$ cat src/rtl/uart_pkg.sv
// ============================================================================
// Module      : uart_pkg
// Description : Shared UART subsystem types, defaults and helper functions.
// Revision    : 1.0 - initial release
// ============================================================================
`default_nettype none

package uart_pkg;

    localparam int c_NB_DATA_DEFAULT = 8;

    typedef enum logic [1:0] {
        ARB_IDLE      = 2'd0,
        ARB_START     = 2'd1,
        ARB_WAIT_DONE = 2'd2
    } arb_state_t;

    // Ceiling log2, with clog2(1) = 0.
    function automatic int clog2(input int value);
        int r;
        int v;
        r = 0;
        v = value - 1;
        while (v > 0) begin
            r = r + 1;
            v = v >> 1;
        end
        return r;
    endfunction

endpackage

`default_nettype wire

$ cat src/rtl/rr_priority_picker.sv
// ============================================================================
// Module      : rr_priority_picker
// Description : Combinational round-robin picker. Finds the first eligible
//               request scanning upward from last_grant+1 with wrap-around.
// Revision    : 1.0 - initial release
// ============================================================================
`default_nettype none

module rr_priority_picker #(
    parameter int N_REQ     = 4,
    parameter int NB_REQ_ID = 2
) (
    input  logic [N_REQ-1:0]     i_req,
    input  logic [NB_REQ_ID-1:0] i_last_grant,
    input  logic [N_REQ-1:0]     i_mask,
    output logic                 o_found,
    output logic [NB_REQ_ID-1:0] o_index
);

    logic [N_REQ-1:0] w_elig;

    assign w_elig = i_req & i_mask;

    // Indices above last_grant win first, then the wrapped lower half.
    always_comb begin
        o_found = 1'b0;
        o_index = '0;
        for (int k = 0; k < N_REQ; k++) begin
            if (!o_found && w_elig[k] && (k > int'(i_last_grant))) begin
                o_found = 1'b1;
                o_index = NB_REQ_ID'(k);
            end
        end
        for (int k = 0; k < N_REQ; k++) begin
            if (!o_found && w_elig[k] && (k <= int'(i_last_grant))) begin
                o_found = 1'b1;
                o_index = NB_REQ_ID'(k);
            end
        end
    end

endmodule

`default_nettype wire

$ cat src/rtl/uart_tx_arbiter.sv
// ============================================================================
// Module      : uart_tx_arbiter
// Description : Round-robin arbiter sharing one uart_tx between N_REQ byte
//               producers. Define UART_ARB_PKT_LOCK_EN to hold the grant on a
//               requester until it sends a byte flagged with i_req_last.
// Revision    : 1.0 - initial release
// ============================================================================
`default_nettype none

module uart_tx_arbiter
    import uart_pkg::*;
#(
    parameter int NB_DATA   = c_NB_DATA_DEFAULT,
    parameter int N_REQ     = 4,
    parameter int NB_REQ_ID = clog2(N_REQ)
) (
    input  logic                     i_clk,
    input  logic                     i_reset_n,
    input  logic [N_REQ-1:0]         i_req_valid,
    input  logic [N_REQ*NB_DATA-1:0] i_req_data,
    input  logic [N_REQ-1:0]         i_req_last,
    output logic [N_REQ-1:0]         o_req_ready,
    output logic                     o_tx_start,
    output logic [NB_DATA-1:0]       o_tx_data,
    input  logic                     i_tx_done,
    output logic                     o_busy,
    output logic [NB_REQ_ID-1:0]     o_grant_id
);

    arb_state_t           r_state_q,      w_state_d;
    logic [N_REQ-1:0]     r_ready_q,      w_ready_d;
    logic                 r_tx_start_q,   w_tx_start_d;
    logic [NB_DATA-1:0]   r_tx_data_q,    w_tx_data_d;
    logic [NB_REQ_ID-1:0] r_grant_id_q,   w_grant_id_d;
    logic [NB_REQ_ID-1:0] r_last_grant_q, w_last_grant_d;

    logic [N_REQ-1:0]     w_mask;
    logic                 w_found;
    logic [NB_REQ_ID-1:0] w_pick_idx;

`ifdef UART_ARB_PKT_LOCK_EN
    logic                 r_lock_q,    w_lock_d;
    logic [NB_REQ_ID-1:0] r_lock_id_q, w_lock_id_d;

    assign w_mask = r_lock_q ? (N_REQ'(1) << r_lock_id_q) : '1;
`else
    logic w_unused_last;

    assign w_unused_last = ^i_req_last;
    assign w_mask        = '1;
`endif

    rr_priority_picker #(
        .N_REQ     (N_REQ),
        .NB_REQ_ID (NB_REQ_ID)
    ) u_picker (
        .i_req        (i_req_valid),
        .i_last_grant (r_last_grant_q),
        .i_mask       (w_mask),
        .o_found      (w_found),
        .o_index      (w_pick_idx)
    );

    always_comb begin
        w_state_d      = r_state_q;
        w_ready_d      = '0;
        w_tx_start_d   = 1'b0;
        w_tx_data_d    = r_tx_data_q;
        w_grant_id_d   = r_grant_id_q;
        w_last_grant_d = r_last_grant_q;
`ifdef UART_ARB_PKT_LOCK_EN
        w_lock_d       = r_lock_q;
        w_lock_id_d    = r_lock_id_q;
`endif
        case (r_state_q)
            ARB_IDLE: begin
                if (w_found) begin
                    w_state_d    = ARB_START;
                    w_ready_d    = N_REQ'(1) << w_pick_idx;
                    w_tx_data_d  = i_req_data[int'(w_pick_idx)*NB_DATA +: NB_DATA];
                    w_grant_id_d = w_pick_idx;
`ifdef UART_ARB_PKT_LOCK_EN
                    // Rotation advances only at packet end, so the next
                    // packet goes to the following requester.
                    if (i_req_last[w_pick_idx]) begin
                        w_lock_d       = 1'b0;
                        w_last_grant_d = w_pick_idx;
                    end else begin
                        w_lock_d    = 1'b1;
                        w_lock_id_d = w_pick_idx;
                    end
`else
                    w_last_grant_d = w_pick_idx;
`endif
                end
            end
            ARB_START: begin
                w_tx_start_d = 1'b1;
                w_state_d    = ARB_WAIT_DONE;
            end
            ARB_WAIT_DONE: begin
                if (i_tx_done) begin
                    w_state_d = ARB_IDLE;
                end
            end
            default: begin
                w_state_d = ARB_IDLE;
            end
        endcase
    end

    always_ff @(posedge i_clk or negedge i_reset_n) begin
        if (!i_reset_n) begin
            r_state_q      <= ARB_IDLE;
            r_ready_q      <= '0;
            r_tx_start_q   <= 1'b0;
            r_tx_data_q    <= '0;
            r_grant_id_q   <= '0;
            r_last_grant_q <= NB_REQ_ID'(N_REQ - 1);
`ifdef UART_ARB_PKT_LOCK_EN
            r_lock_q       <= 1'b0;
            r_lock_id_q    <= '0;
`endif
        end else begin
            r_state_q      <= w_state_d;
            r_ready_q      <= w_ready_d;
            r_tx_start_q   <= w_tx_start_d;
            r_tx_data_q    <= w_tx_data_d;
            r_grant_id_q   <= w_grant_id_d;
            r_last_grant_q <= w_last_grant_d;
`ifdef UART_ARB_PKT_LOCK_EN
            r_lock_q       <= w_lock_d;
            r_lock_id_q    <= w_lock_id_d;
`endif
        end
    end

    assign o_req_ready = r_ready_q;
    assign o_tx_start  = r_tx_start_q;
    assign o_tx_data   = r_tx_data_q;
    assign o_grant_id  = r_grant_id_q;
    assign o_busy      = (r_state_q != ARB_IDLE);

endmodule

`default_nettype wire
$ cat config.mk
export PLATFORM = sky130hd
export DESIGN_NAME = uart_tx_arbiter
export DESIGN_NICKNAME = d
export VERILOG_FILES = /design/src/rtl/uart_pkg.sv /design/src/rtl/rr_priority_picker.sv /design/src/rtl/uart_tx_arbiter.sv
export SDC_FILE = /design/constraint.sdc
export NUM_CORES = 1
export LEC_CHECK = 0
export CAP_MARGIN = 20
export CELL_PAD_IN_SITES_DETAIL_PLACEMENT = 1
export CELL_PAD_IN_SITES_GLOBAL_PLACEMENT = 2
export CORE_AREA = 2 2 68 70
export DETAILED_ROUTE_END_ITERATION = 16
export DIE_AREA = 0 0 70 72
export PLACE_DENSITY = 0.88
export SYNTH_ARGS = -nofsm -noshare
export SYNTH_HDL_FRONTEND = slang
export SYNTH_HIERARCHICAL = 1
export SYNTH_SLANG_ARGS = --single-unit
$ cat constraint.sdc
create_clock -name i_clk -period 6.5 [get_ports i_clk]
set_clock_uncertainty 0.2 [all_clocks]
set_input_delay 0.65 -clock i_clk [delete_from_list [all_inputs] [get_ports i_clk]]
set_output_delay 0.65 -clock i_clk [all_outputs]
set_load 0.01 [all_outputs]
After elaboration in Yosys (flattened, before gate mapping)
Cells that the tools add are included.
{"block": "word_totals", "reg_bits": 19, "latch_bits": 0, "ramBits": 0, "romBits": 0, "input_bits": 43, "out_inout_bits": 16, "wordCells": 60, "mem_count": 0}
{"block": "classes", "n_addsub": 0, "multipliers": 0, "div": 0, "n_lt_le_gt_ge": 6, "eq_ne": 4, "shifts": 2, "muxes": 20, "n_bitwise": 0, "n_reduce_logical": 22}
{"operator": "variable part select 32 x 6 -> 8 bit", "count": 1}
{"operator": "two-way mux 2 bit", "count": 8}
{"operator": "logical AND 1 bit", "count": 12}
{"operator": "two-way mux 1 bit", "count": 9}
{"operator": "two-way mux 4 bit", "count": 2}
{"operator": "logical NOT 1 bit", "count": 6}
{"operator": "case mux 2 bit (3 select lines)", "count": 1}
{"operator": "greater-than comparator 2 bit, first input constant", "count": 2}
{"operator": "<= comparator 2 bit, first input constant", "count": 2}
{"operator": "AND reduction 2 bit", "count": 2}
{"operator": "left shift 1 x 2 -> 4 bit, first input constant", "count": 1}
{"operator": "equality test 2 x 1 -> 1 bit, second input constant", "count": 1}
{"operator": "equality test 2 bit, second input constant", "count": 1}
{"operator": "greater-than comparator 1 x 2 -> 1 bit, first input constant", "count": 1}
{"operator": "<= comparator 1 x 2 -> 1 bit, first input constant", "count": 1}
{"operator": "logical NOT 2 bit", "count": 1}
{"operator": "!= test 2 x 1 -> 1 bit, second input constant", "count": 1}
{"operator": "!= test 2 bit, second input constant", "count": 1}
{"operator": "nonzero test 2 bit", "count": 1}

Longest topological paths before layout
{"block": "depth", "ltp_word": 29, "mapped_depth": 7}

By module
Netlist, hierarchy kept.
{"module": "uart_tx_arbiter", "n_inst": 1, "cells_each": 54, "area_per_inst_um2": 927.1}
{"module": "rr_priority_picker", "n_inst": 1, "cells_each": 17, "area_per_inst_um2": 117.6}

Least setup slack after synthesis
No wires, ideal clock.
{"block": "synth_timing", "path_type": "input -> register", "start": "input port i_req_valid[1]", "end": "register r_tx_data_q[4], in the netlist o_tx_data[4]", "setup_time_ns": 0.125, "arrival_time_ns": 2.288, "t_required_ns": 6.175, "slack_ns": 3.887, "path_stages": 6, "n_path_buf": 1, "path_cell_list": "a22o_1 -> a32o_1 -> a221oi_2 -> clkbuf_1 -> mux4_2 -> mux2_4"}
{"block": "synth_between", "elab_chain_cells": 26, "word_cells_on_any_way": 34}
{"element": "start: declaration", "line": "uart_tx_arbiter.sv:19", "source": "input logic [N_REQ-1:0] i_req_valid,"}
{"element": "logical AND 1 bit", "line": "rr_priority_picker.sv:29", "source": "if (!o_found && w_elig[k] && (k > int'(i_last_grant))) begin"}
{"element": "two-way mux 1 bit", "line": "rr_priority_picker.sv:29"}
{"element": "logical NOT 1 bit", "line": "rr_priority_picker.sv:29"}
{"element": "logical AND 1 bit (2 in a row)", "line": "rr_priority_picker.sv:29"}
{"element": "two-way mux 1 bit", "line": "rr_priority_picker.sv:29"}
{"element": "logical NOT 1 bit", "line": "rr_priority_picker.sv:29"}
{"element": "logical AND 1 bit (2 in a row)", "line": "rr_priority_picker.sv:29"}
{"element": "two-way mux 1 bit", "line": "rr_priority_picker.sv:29"}
{"element": "[... 7 more ...]"}
{"element": "logical NOT 1 bit", "line": "rr_priority_picker.sv:35", "source": "if (!o_found && w_elig[k] && (k <= int'(i_last_grant))) begin"}
{"element": "logical AND 1 bit (2 in a row)", "line": "rr_priority_picker.sv:35"}
{"element": "two-way mux 1 bit", "line": "rr_priority_picker.sv:35"}
{"element": "logical NOT 1 bit", "line": "rr_priority_picker.sv:35"}
{"element": "logical AND 1 bit (2 in a row)", "line": "rr_priority_picker.sv:35"}
{"element": "two-way mux 2 bit *", "line": "rr_priority_picker.sv:35"}
{"element": "named net w_pick_idx[1]", "line": "uart_tx_arbiter.sv:39", "source": "logic [NB_REQ_ID-1:0] w_pick_idx;"}
{"element": "variable part select 32 x 6 -> 8 bit *", "line": "uart_tx_arbiter.sv:80", "source": "w_tx_data_d = i_req_data[int'(w_pick_idx)*NB_DATA +: NB_DATA];"}
{"element": "end signal: assignment", "line": "uart_tx_arbiter.sv:128", "source": "r_tx_data_q <= w_tx_data_d;"}
{"element": "end: declaration", "line": "uart_tx_arbiter.sv:33", "source": "logic [NB_DATA-1:0] r_tx_data_q, w_tx_data_d;"}
The timed path passes the listed nets; every way through them passes the cells marked *.
A chain may end at the register's enable or synchronous reset.

Worst setup path in the final report
{"block": "layout_timing", "start": "input port i_req_valid[1]", "end": "register r_tx_data_q[1], in the netlist o_tx_data[1]"}
Same word-level chain as after synthesis.

==> reports/metrics.yaml <==
core_um2: 4260
cts_setup_buffers: 0
cp.required_ns: 6.43
maxSlewViolCount: 0
grt_most_used_layer: "met2"
crit_family: "compound AO/OA/AOI/OAI gates"
met3_usage_pct: 3.75
fin_nets: 179
grtUsageMet2_pct: 21.3
clk_latency_ns: 0.24
leakagePower_uw: 0.000707
synth_area_leader_cell: "dfrtp_1"
hold_class: "register to register"
fin_area_um2: 1700
finalCritPeriodShare_pct: 50.1
layout-drive-gt1-share_pct: 19.3
worstReg2RegStart: "r_last_grant_q[1]$_DFFE_PN1P_"
cp.buffers_inverters: 1
placed_area_um2: 1650
setup_violations: 0
wl_per_cell_um: 13.5
irDropWorstVdd_mv: 0.103
die_w_um: 70
postSynthCellCount: 71
path_max_fanout: 14
place.gp.congestion: 0.767
reg2reg_slack_ns: 3.83
vias_per_cell: 4.63
vias: 865
synth.distinct_cells: 33
fin_crit_ns: 3.26
htree_levels: 1
rsz0062_at_grt: "false"
overflow: 0
maxCapViolCount: 0
dr.pass1.iters: 4
synthToLayoutAreaGrowth_pct: 62.5
hold_violations: 0
start_kind: "input pin"
seq_area_frac_synth_pct: 45.7
crit_end: "o_tx_data[1]$_DFFE_PN0P_"
reg2reg_depth: 5
critPathLaunch: "i_req_valid[1]"
synth_top_area_share_pct: 40.7
synthesis.area_um2: 1040
worstSetupPathDepth: 6
grt_use_met1_pct: 9.83
crit_path_cell_trace: "clkdlybuf4s50_1 > a22o_1 > a32o_1 > a221oi_2 > mux4_1 > mux2_2"
cts_tree: "built"
ant_nets: 0
p_per_area_nw_per_um2: 341
worst_slew_pin_slew_ns: 1.12
wl_mm: 2.53
post_cts_resize_count: 0
worstPathArrival_ns: 3.19
rows: 24
initial_core_util_pct: 24.5
grt_max_degree: 20
cts_root_buf: "clkbuf_8"
cp-end-kind: "register"
post-route-drc-count: 0
max_freq_mhz: 307
clock_sinks: 19
postCtsHoldBufs: 0
globalRouteTotalUtil_pct: 10.5
hpwl_mm: 2.10
antenna_found_initial: 0
rr_endpoint: "o_tx_data[1]$_DFFE_PN0P_"
fillers: 460
ys_ff_latch: 19
yosysWarnings: 6
place.port_buffers: 54
fin_tns_setup_ns: 0
clkSlewWorstSetupHoldPaths_ns: 0.06
ios: 59
status: "finished, final reports clean"
grt_pass1_vias: 971
drtIter0Drc: 15
cp_slowest_cell: "a221oi_2"
diodes: 0
crit_type: "input pin to register"
clockBufferDepth: 2
slowest_delay_ns: 0.92
numCtsBuffers: 3
grt_pass1_wl_mm: 4.19
syn_avg_cell_area_um2: 14.7
synth.area.top_cells: "dfrtp_1 41%, mux4_1 10%, mux2_2 8.6%"
die_h_um: 72
relSlewSlack_pct: 25.6
design.die.area_um2: 5040
## cell families (layout without fill, tap and decap cells)
kind of cell           Yosys count  count (layout)  synth area share, %
DFF                             19              19                 45.7
other                            1              11                0.359
and+or+nand+nor                 19              19                 11.1
AOI/OAI and AO/OA                7               7                 5.87
buffers and inverters            5              59                 3.83
muxes                           20              20                 33.1
## where the power goes
group,switching (uW),internal [uW],total (uW)
Combinational,105,190,295
Clock,33.8,43.4,77.2
Sequential,32.6,175,208
## cells in the mapped netlist
cell	n
buf_8	1
a21o_1	1
dfrtp_1	17
mux2_2	8
mux2_4	4
and3_2	1
nand2_1	3
nor2_1	1
mux4_2	4
mux4_1	4
nand2_2	1
clkinv_2	1
nand4_1	1
nor2b_1	1
or3b_1	1
a21oi_1	1
nand3b_1	1
nand3_1	1
a221oi_2	1
buf_2	1
clkbuf_1	1
a32o_1	1
and2_1	1
dfstp_2	2
and3b_1	1
a211o_1	1
nor3b_1	3
or2_2	1
conb_1	1
nor3_1	2
o22ai_1	1
buf_6	1
a22o_1	1
## state kept, by name (all words and copies together), names as in the netlist
signal	cells
o_tx_start	1
o_req_ready	4
o_tx_data	8
r_state_q	2
r_last_grant_q	2
o_grant_id	2
## layout make-up
type | instances | area (um2) | share of cell area, %
Timing Repair Buffer | 54 | 541 | 31.8
Inverter | 1 | 5.00 | 0.295
Clock buffer | 4 | 45.0 | 2.65
Multi-Input combinational cell | 57 | 564 | 33.2
Sequential cell | 19 | 478 | 28.2
Tap cell | 52 | 65.1 | 3.83
## cells in the final DEF, fill, tap and decap left out, types with 2 or more instances in the layout
cell,count
dfrtp_1,17
clkbuf_8,3
mux4_2,4
clkdlybuf4s50_1,54
nand2_1,3
mux4_1,4
nor3_1,2
dfstp_2,2
nor3b_1,3
mux2_4,4
conb_1,11
mux2_2,8
## worst min path at each step
stage,start,end,slack (ns),cells past startpoint
after floorplan,i_reset_n,o_grant_id[0]$_DFFE_PN0P_,0.15,0
after global placement,r_state_q[1]$_DFFE_PN0P_,o_tx_start$_DFF_PN0_,0.26,1
after detailed placement,r_state_q[1]$_DFFE_PN0P_,o_tx_start$_DFF_PN0_,0.28,1
after CTS,r_state_q[1]$_DFFE_PN0P_,o_tx_start$_DFF_PN0_,0.29,1
after global routing,r_state_q[1]$_DFFE_PN0P_,o_tx_start$_DFF_PN0_,0.32,1
final,r_state_q[1]$_DFFE_PN0P_,o_tx_start$_DFF_PN0_,0.29,1
## through the flow
stage	setup WS (ns)	hold WS [ns]	std cells	total power, uW	util (%)
global route	3.07	0.323	187	624	39.8
finish	3.24	0.287	187	580	39.8
CTS	3.15	0.288	187	594	39.8
detailed placement	2.89	0.278	183	513	38.8
floorplan	3.89	0.154	81	381	-
global placement	3.04	0.263	183	502	38.8
## layer usage
metal	wire length, um	vias to the layer above	share of wire [%]
met4	33	0	1.3
li1	-	394	-
met5	0	-	0
met3	227	4	9.0
met1	840	421	33
met2	1430	46	56
Note: power is estimated with default switching activity, not from simulation.
